$ cat src/rtl/bist_pkg.sv
// bist_pkg: FSM state encoding and default polynomial/seed constants shared by
// the bist_engine slice.
package bist_pkg;

  typedef enum logic [2:0] {
    ST_IDLE,
    ST_INIT,
    ST_RUN,
    ST_SHIFT,
    ST_CAPTURE,
    ST_COMPARE,
    ST_DONE
  } bist_state_t;

  localparam logic [7:0] DEF_LFSR_POLY = 8'hB8;
  localparam logic [7:0] DEF_MISR_POLY = 8'hB8;
  localparam logic [7:0] DEF_LFSR_SEED = 8'h01;

endpackage

$ cat src/rtl/bist_if.sv
// bist_if: BIST control/status and CUT data bundle. The master side is the
// host/CUT harness; the slave side is bist_engine.
interface bist_if #(
  parameter int unsigned N_IN   = 3,
  parameter int unsigned N_OUT  = 3,
  parameter int unsigned MISR_W = 8
);

  logic              bist_start;
  logic [N_IN-1:0]   func_in;
  logic [N_IN-1:0]   cut_in;
  logic [N_OUT-1:0]  cut_out;
  logic              scan_en;
  logic              scan_in;
  logic              bist_running;
  logic              bist_end;
  logic              pass_fail;
  logic [MISR_W-1:0] signature;

  modport master (
    output bist_start, func_in, cut_out,
    input  cut_in, scan_en, scan_in, bist_running, bist_end, pass_fail, signature
  );

  modport slave (
    input  bist_start, func_in, cut_out,
    output cut_in, scan_en, scan_in, bist_running, bist_end, pass_fail, signature
  );

endinterface

$ cat src/rtl/bist_shift_reg.sv
// bist_shift_reg: generic left-shifting feedback register used as both the
// LFSR (xor_in tied 0) and the MISR (xor_in = CUT response).
module bist_shift_reg #(
  parameter int unsigned    W       = 8,
  parameter logic [W-1:0]   POLY    = 8'hB8,
  parameter logic [W-1:0]   RST_VAL = '0
) (
  input  logic         clk,
  input  logic         rst,
  input  logic         load,
  input  logic [W-1:0] load_val,
  input  logic         en,
  input  logic [W-1:0] xor_in,
  output logic [W-1:0] q
);

  always_ff @(posedge clk or posedge rst) begin
    if (rst)
      q <= RST_VAL;
    else if (load)
      q <= load_val;
    else if (en)
      q <= {q[W-2:0], ^(q & POLY)} ^ xor_in;
  end

endmodule

$ cat src/rtl/bist_engine.sv
// bist_engine: LFSR/MISR built-in self-test wrapper with pattern-count FSM,
// CUT input mux and golden-signature compare. Define BIST_SCAN_EN for scan sequencing.
module bist_engine
  import bist_pkg::*;
#(
  parameter int unsigned         N_IN       = 3,
  parameter int unsigned         N_OUT      = 3,
  parameter int unsigned         LFSR_W     = 8,
  parameter logic [LFSR_W-1:0]   LFSR_POLY  = DEF_LFSR_POLY,
  parameter logic [LFSR_W-1:0]   LFSR_SEED  = DEF_LFSR_SEED,
  parameter int unsigned         MISR_W     = 8,
  parameter logic [MISR_W-1:0]   MISR_POLY  = DEF_MISR_POLY,
  parameter int unsigned         N_PATTERNS = 100,
  parameter logic [MISR_W-1:0]   GOLDEN_SIG = '0,
  parameter int unsigned         SCAN_LEN   = 8
) (
  input logic   CLK,
  input logic   RST,
  bist_if.slave bus
);

  localparam int unsigned CNT_W = $clog2(N_PATTERNS + 1);

  if (N_IN > LFSR_W || N_OUT > MISR_W || N_PATTERNS < 1 || SCAN_LEN < 1) begin : g_cfg_err
    $error("bist_engine: invalid parameter set");
  end

  bist_state_t       state, state_n;
  logic [CNT_W-1:0]  cnt;
  logic [LFSR_W-1:0] lfsr;
  logic [MISR_W-1:0] misr;
  logic              pass_fail;
  logic              lfsr_load, lfsr_en, misr_load, misr_en;
  logic              cnt_clr, cnt_inc, pf_clr, pf_cmp;
  logic              running, done, scan_en_c;
  logic              unused_lfsr;

`ifdef BIST_SCAN_EN
  localparam int unsigned SH_W = (SCAN_LEN > 1) ? $clog2(SCAN_LEN) : 1;
  logic [SH_W-1:0] sh_cnt;
  logic            sh_clr, sh_inc;

  always_ff @(posedge CLK or posedge RST) begin
    if (RST)
      sh_cnt <= '0;
    else if (sh_clr)
      sh_cnt <= '0;
    else if (sh_inc)
      sh_cnt <= sh_cnt + 1'b1;
  end
`endif

  always_ff @(posedge CLK or posedge RST) begin
    if (RST)
      state <= ST_IDLE;
    else
      state <= state_n;
  end

  always_comb begin
    state_n   = state;
    lfsr_load = 1'b0;
    lfsr_en   = 1'b0;
    misr_load = 1'b0;
    misr_en   = 1'b0;
    cnt_clr   = 1'b0;
    cnt_inc   = 1'b0;
    pf_clr    = 1'b0;
    pf_cmp    = 1'b0;
    running   = 1'b0;
    done      = 1'b0;
    scan_en_c = 1'b0;
`ifdef BIST_SCAN_EN
    sh_clr    = 1'b0;
    sh_inc    = 1'b0;
`endif
    case (state)
      ST_IDLE: if (bus.bist_start) state_n = ST_INIT;
      ST_INIT: begin
        running   = 1'b1;
        lfsr_load = 1'b1;
        misr_load = 1'b1;
        cnt_clr   = 1'b1;
        pf_clr    = 1'b1;
`ifdef BIST_SCAN_EN
        sh_clr    = 1'b1;
        state_n   = ST_SHIFT;
`else
        state_n   = ST_RUN;
`endif
      end
`ifdef BIST_SCAN_EN
      // cnt already equals N_PATTERNS during the final unload shift
      ST_SHIFT: begin
        running   = 1'b1;
        scan_en_c = 1'b1;
        lfsr_en   = 1'b1;
        misr_en   = 1'b1;
        sh_inc    = 1'b1;
        if (sh_cnt == SH_W'(SCAN_LEN - 1)) begin
          sh_clr  = 1'b1;
          state_n = (cnt == CNT_W'(N_PATTERNS)) ? ST_COMPARE : ST_CAPTURE;
        end
      end
      ST_CAPTURE: begin
        running = 1'b1;
        misr_en = 1'b1;
        cnt_inc = 1'b1;
        state_n = ST_SHIFT;
      end
`else
      ST_RUN: begin
        running = 1'b1;
        lfsr_en = 1'b1;
        misr_en = 1'b1;
        cnt_inc = 1'b1;
        if (cnt == CNT_W'(N_PATTERNS - 1)) state_n = ST_COMPARE;
      end
`endif
      ST_COMPARE: begin
        running = 1'b1;
        pf_cmp  = 1'b1;
        state_n = ST_DONE;
      end
      ST_DONE: begin
        done = 1'b1;
        if (!bus.bist_start) state_n = ST_IDLE;
      end
      default: state_n = ST_IDLE;
    endcase
  end

  always_ff @(posedge CLK or posedge RST) begin
    if (RST) begin
      cnt       <= '0;
      pass_fail <= 1'b0;
    end else begin
      if (cnt_clr)
        cnt <= '0;
      else if (cnt_inc)
        cnt <= cnt + 1'b1;
      if (pf_clr)
        pass_fail <= 1'b0;
      else if (pf_cmp)
        pass_fail <= (misr == GOLDEN_SIG);
    end
  end

  bist_shift_reg #(
    .W       (LFSR_W),
    .POLY    (LFSR_POLY),
    .RST_VAL (LFSR_SEED)
  ) u_lfsr (
    .clk      (CLK),
    .rst      (RST),
    .load     (lfsr_load),
    .load_val (LFSR_SEED),
    .en       (lfsr_en),
    .xor_in   ('0),
    .q        (lfsr)
  );

  bist_shift_reg #(
    .W       (MISR_W),
    .POLY    (MISR_POLY),
    .RST_VAL ('0)
  ) u_misr (
    .clk      (CLK),
    .rst      (RST),
    .load     (misr_load),
    .load_val ('0),
    .en       (misr_en),
    .xor_in   (MISR_W'(bus.cut_out)),
    .q        (misr)
  );

  assign unused_lfsr      = ^lfsr;
  assign bus.cut_in       = running ? lfsr[N_IN-1:0] : bus.func_in;
  assign bus.bist_running = running;
  assign bus.bist_end     = done;
  assign bus.pass_fail    = pass_fail;
  assign bus.signature    = misr;
  assign bus.scan_en      = scan_en_c;
`ifdef BIST_SCAN_EN
  assign bus.scan_in      = (state == ST_SHIFT) ? lfsr[0] : 1'b0;
`else
  assign bus.scan_in      = 1'b0;
`endif

endmodule

$ cat src/flat_wrapper.sv
// flat-port wrapper written by rule: the top's interface ports become plain ports
module bist_engine_flat import bist_pkg::*;
#(
  parameter int unsigned         N_IN       = 3,
  parameter int unsigned         N_OUT      = 3,
  parameter int unsigned         LFSR_W     = 8,
  parameter logic [LFSR_W-1:0]   LFSR_POLY  = DEF_LFSR_POLY,
  parameter logic [LFSR_W-1:0]   LFSR_SEED  = DEF_LFSR_SEED,
  parameter int unsigned         MISR_W     = 8,
  parameter logic [MISR_W-1:0]   MISR_POLY  = DEF_MISR_POLY,
  parameter int unsigned         N_PATTERNS = 100,
  parameter logic [MISR_W-1:0]   GOLDEN_SIG = '0,
  parameter int unsigned         SCAN_LEN   = 8
)
  (CLK, RST, bus_bist_start, bus_func_in, bus_cut_out, bus_cut_in, bus_scan_en, bus_scan_in, bus_bist_running, bus_bist_end, bus_pass_fail, bus_signature);
  bist_if #(.N_IN(N_IN), .N_OUT(N_OUT), .MISR_W(MISR_W)) bus_i ();
  input logic CLK;
  input logic RST;
  input wire logic [$bits(bus_i.bist_start)-1:0] bus_bist_start;
  input wire logic [$bits(bus_i.func_in)-1:0] bus_func_in;
  input wire logic [$bits(bus_i.cut_out)-1:0] bus_cut_out;
  output wire logic [$bits(bus_i.cut_in)-1:0] bus_cut_in;
  output wire logic [$bits(bus_i.scan_en)-1:0] bus_scan_en;
  output wire logic [$bits(bus_i.scan_in)-1:0] bus_scan_in;
  output wire logic [$bits(bus_i.bist_running)-1:0] bus_bist_running;
  output wire logic [$bits(bus_i.bist_end)-1:0] bus_bist_end;
  output wire logic [$bits(bus_i.pass_fail)-1:0] bus_pass_fail;
  output wire logic [$bits(bus_i.signature)-1:0] bus_signature;
  assign bus_i.bist_start = bus_bist_start;
  assign bus_i.func_in = bus_func_in;
  assign bus_i.cut_out = bus_cut_out;
  assign bus_cut_in = bus_i.cut_in;
  assign bus_scan_en = bus_i.scan_en;
  assign bus_scan_in = bus_i.scan_in;
  assign bus_bist_running = bus_i.bist_running;
  assign bus_bist_end = bus_i.bist_end;
  assign bus_pass_fail = bus_i.pass_fail;
  assign bus_signature = bus_i.signature;
  bist_engine #(.N_IN(N_IN), .N_OUT(N_OUT), .LFSR_W(LFSR_W), .LFSR_POLY(LFSR_POLY), .LFSR_SEED(LFSR_SEED), .MISR_W(MISR_W), .MISR_POLY(MISR_POLY), .N_PATTERNS(N_PATTERNS), .GOLDEN_SIG(GOLDEN_SIG), .SCAN_LEN(SCAN_LEN)) u_core (.CLK(CLK), .RST(RST), .bus(bus_i));
endmodule
$ cat config.mk
export PLATFORM = sky130hd
export DESIGN_NAME = bist_engine_flat
export DESIGN_NICKNAME = d
export VERILOG_FILES = /design/src/rtl/bist_pkg.sv /design/src/rtl/bist_if.sv /design/src/rtl/bist_shift_reg.sv /design/src/rtl/bist_engine.sv /design/src/flat_wrapper.sv
export SDC_FILE = /design/constraint.sdc
export NUM_CORES = 1
export LEC_CHECK = 0
export ABC_AREA = 0
export BUFFER_PORTS_ARGS = -buffer_cell sky130_fd_sc_hd__buf_2
export CAP_MARGIN = 20
export CORE_MARGIN = 3
export CORE_UTILIZATION = 40
export CTS_CLUSTER_DIAMETER = 30
export DETAILED_ROUTE_END_ITERATION = 10
export PLACE_DENSITY = 0.61
export SYNTH_ARGS = -nofsm -noshare
export SYNTH_HDL_FRONTEND = slang
export SYNTH_SLANG_ARGS = --single-unit
$ cat constraint.sdc
create_clock -name CLK -period 1.79 [get_ports CLK]
set_input_delay 0.537 -clock CLK [delete_from_list [all_inputs] [get_ports CLK]]
set_output_delay 0.537 -clock CLK [all_outputs]
set_load 0.005 [all_outputs]
==> run metrics <==
crit-path max cell delay=0.43 ns; # DRC=0; slew at the pin closest to its max-slew limit=0.555 ns; Area growth syn-to-layout=18.0%; Max-slew headroom=0.630; Post-Syn Instances=132; IO Pins=25; Initial Util=0.419; CP max stage cell=dfrtp_1; Synth top cells by count=dfrtp_1 (26), a22o_1 (16), inv_1 (9); YS warnings=0; routed len/inst=14.2 um; antenna violations before repair=0; WHS=0.237 ns; cell area power density=1630 mW/mm2; sw power=1.09 mW; ANT nets after route=0; worst min path class=input pin to asynchronous set/reset pin; final clock skew=0.00783 ns; RePlAce Congestion=0.696; crit-path leading delay family=simple AND/OR/NAND/NOR gates; count of input and output buffers=22; clock root buffer=clkbuf_4; First DRT Iteration DRCs=32; Int Pwr=1.65 mW; Setup Viol. Count Final=5; TritonCTS clock tree=yes; crit-path cells=nor3b_2 > and2b_2 > mux2_2 > buf_2; Cell Count, Final, Fillers Out=207; Tcrit/Tclk final=1.21; Pleak=0.855 nW; ys async rst share=1.00; Core ar.=0.00339 mm2; largest cells by area after synthesis=dfrtp_1 (46%), a22o_1 (9.9%), mux2_2 (3.2%), xor2_1 (3.1%), xnor2_1 (2.5%); die width=65.6 um; main flop type after synthesis=dfrtp_1; synthesized area=0.00142 mm2; Req. time, crit path=1.25 ns; CP Buf/Inv Count=1; Startpoint Class=register; WS Path Type=register to output port; HPWL Detailed=1980 um; Worst Path Arrival=1.63 ns; area share of the largest cell type after synthesis=0.458; Max-Cap Viols=0; most common cell in the netlist=dfrtp_1; insertion delay to the later sink of the worst-skew pair=0.33 ns; worst setup margin=-0.381 ns; vias per cell=5.29; die height=65.6 um; placed cell count=198; RSZ-0062 raised after global routing=yes; Yosys reg bits=27; DRT Wirelength=2940 um; clk sink count=27; failing checks=setup timing; FP Rows=21; Peak VDD IR=689 uV; Fin. Hold Viols=0; Remaining Overflow, GRT=0; n_diodes=0; CTS clk-pin slew, worst paths=0.15 ns; clock network power share=0.097; die area=0.00430 mm2; Vias=1095; nets@finish=173; Synth cell types=40; synthesized area per cell=10.8 um2; global-route wire length before repair=5040 um; largest net degree at the start of global routing=28; post-synth top area cell=dfrtp_1; crit path max fanout=4; number of synthesized flops with an enable pin=0; hold_buf cts=0; Sw Ratio=0.396; CP endpoint kind=output port; GRT Util Overall=0.149; Num CTS Buffers=3; combinational share of power=0.521; TritonRoute pass-1 iters=4; Tmin final=2.17 ns; Flop pwr share=0.382; Highest Clock Rate=0.461 GHz; clk buf depth=2; H-tree depth=1; Final Max Tran Viols=0; share of post-route cells with drive strength above 1=0.304; status=finished, violations left; number of global-route vias before repair=1067; post-synthesis sequential area ratio=0.476
kinds of logic (layout without fill, tap and decap cells):
group,Yosys count,in the layout,share of synthesized area
xor+xnor,9,9,0.0555
other cells,1,2,0.00264
flops,27,27,0.476
compound gates,37,37,0.200
fa+ha+maj,2,2,0.0176
mux,4,4,0.0317
buf+inv,18,46,0.0581
simple gates,34,34,0.158
cell usage in the layout, fill, tap and decap left out, types with 3 or more instances in the layout:
cell type and count:
o31ai_1 3, nand4_1 3, o21ai_0 6, nand2b_1 3
buf_4 10, clkbuf_4 3, xor2_1 5, a22o_1 16
inv_1 9, nand3_1 4, nor2_1 4, xnor2_1 4
mux2_2 4, a21oi_1 4, buf_2 22, dfrtp_1 26
nor2b_1 3
sequential cells by signal, summed over array words and instances (netlist names):
register / flops
u_core.state: 3
u_core.cnt: 7
u_core.u_lfsr.q: 8
u_core.u_misr.q: 8
u_core.bus.pass_fail: 1
worst register-to-register path, stage by stage, from the launching register on:
cell      delay [ns]
dfrtp_1         0.43
buf_4           0.15
buf_8           0.12
nand2b_4        0.15
a21o_1          0.35
mux2_2          0.35
final cells by class:
class                      instances  area (um2)
tap                               46        57.6
timing repair buffer              33         200
clock inverter                     1        5.00
fill                             331        1710
inverter                           9        33.8
clock buffer                       3        22.5
sequential                        27         677
multi-input combinational         88         682
what timing repair did:
item	in CTS	in global routing
resized for setup	2	3
endpoints found under the hold margin	0	0
endpoints found under the setup margin	5	5
buffers inserted	0	5
pin swaps	1	1
final timing paths:
check | slack, ns | cells past startpoint | end | startpoint
max | -0.38 | 4 | bus_cut_in[0] | u_core.state[0]
min | 0.24 | 3 | u_core.cnt[5] | RST
max reg2reg | 0.14 | 5 | u_core.cnt[0] | u_core.state[0]
min reg2reg | 0.50 | 2 | u_core.u_lfsr.q[0] | u_core.u_lfsr.q[0]
max in group asynchronous | 1.24 | 3 | u_core.u_lfsr.q[0] | RST
min in group CLK | 0.50 | 3 | u_core.state[0] | bus_bist_start
power by group through the flow:
stage | clock network (mW) | logic [mW] | registers [mW]
global placement | 0 | 1.28 | 1.04
CTS | 0.278 | 1.34 | 1.05
detailed placement | 0 | 1.31 | 1.06
finish | 0.266 | 1.43 | 1.05
floorplan | 0 | 0.960 | 1.02
global route | 0.298 | 1.59 | 1.09
through the flow:
step	total power [mW]	utilization	TNS (ns)	instance area [um2]	worst slack, ns
after detailed placement	2.37	0.470	0	1590	0.0137
after global placement	2.33	0.470	0	1590	0.0289
after floorplan	1.98	-	0	1430	0.0630
after global routing	2.97	0.495	-1.70	1680	-0.444
final	2.74	0.495	-1.40	1680	-0.381
after CTS	2.67	0.481	-1.34	1630	-0.372
metal layers:
| layer | track usage | part of all wire | vias to the layer above |
|---|---|---|---|
| li1 | - | - | 536 |
| met1 | 0.206 | 0.49 | 543 |
| met2 | 0.241 | 0.48 | 14 |
| met3 | 0.0359 | 0.028 | 2 |
| met4 | 0.0233 | 0.0044 | 0 |
| met5 | 0 | 0 | - |
Power figures use the tool's default switching activity.
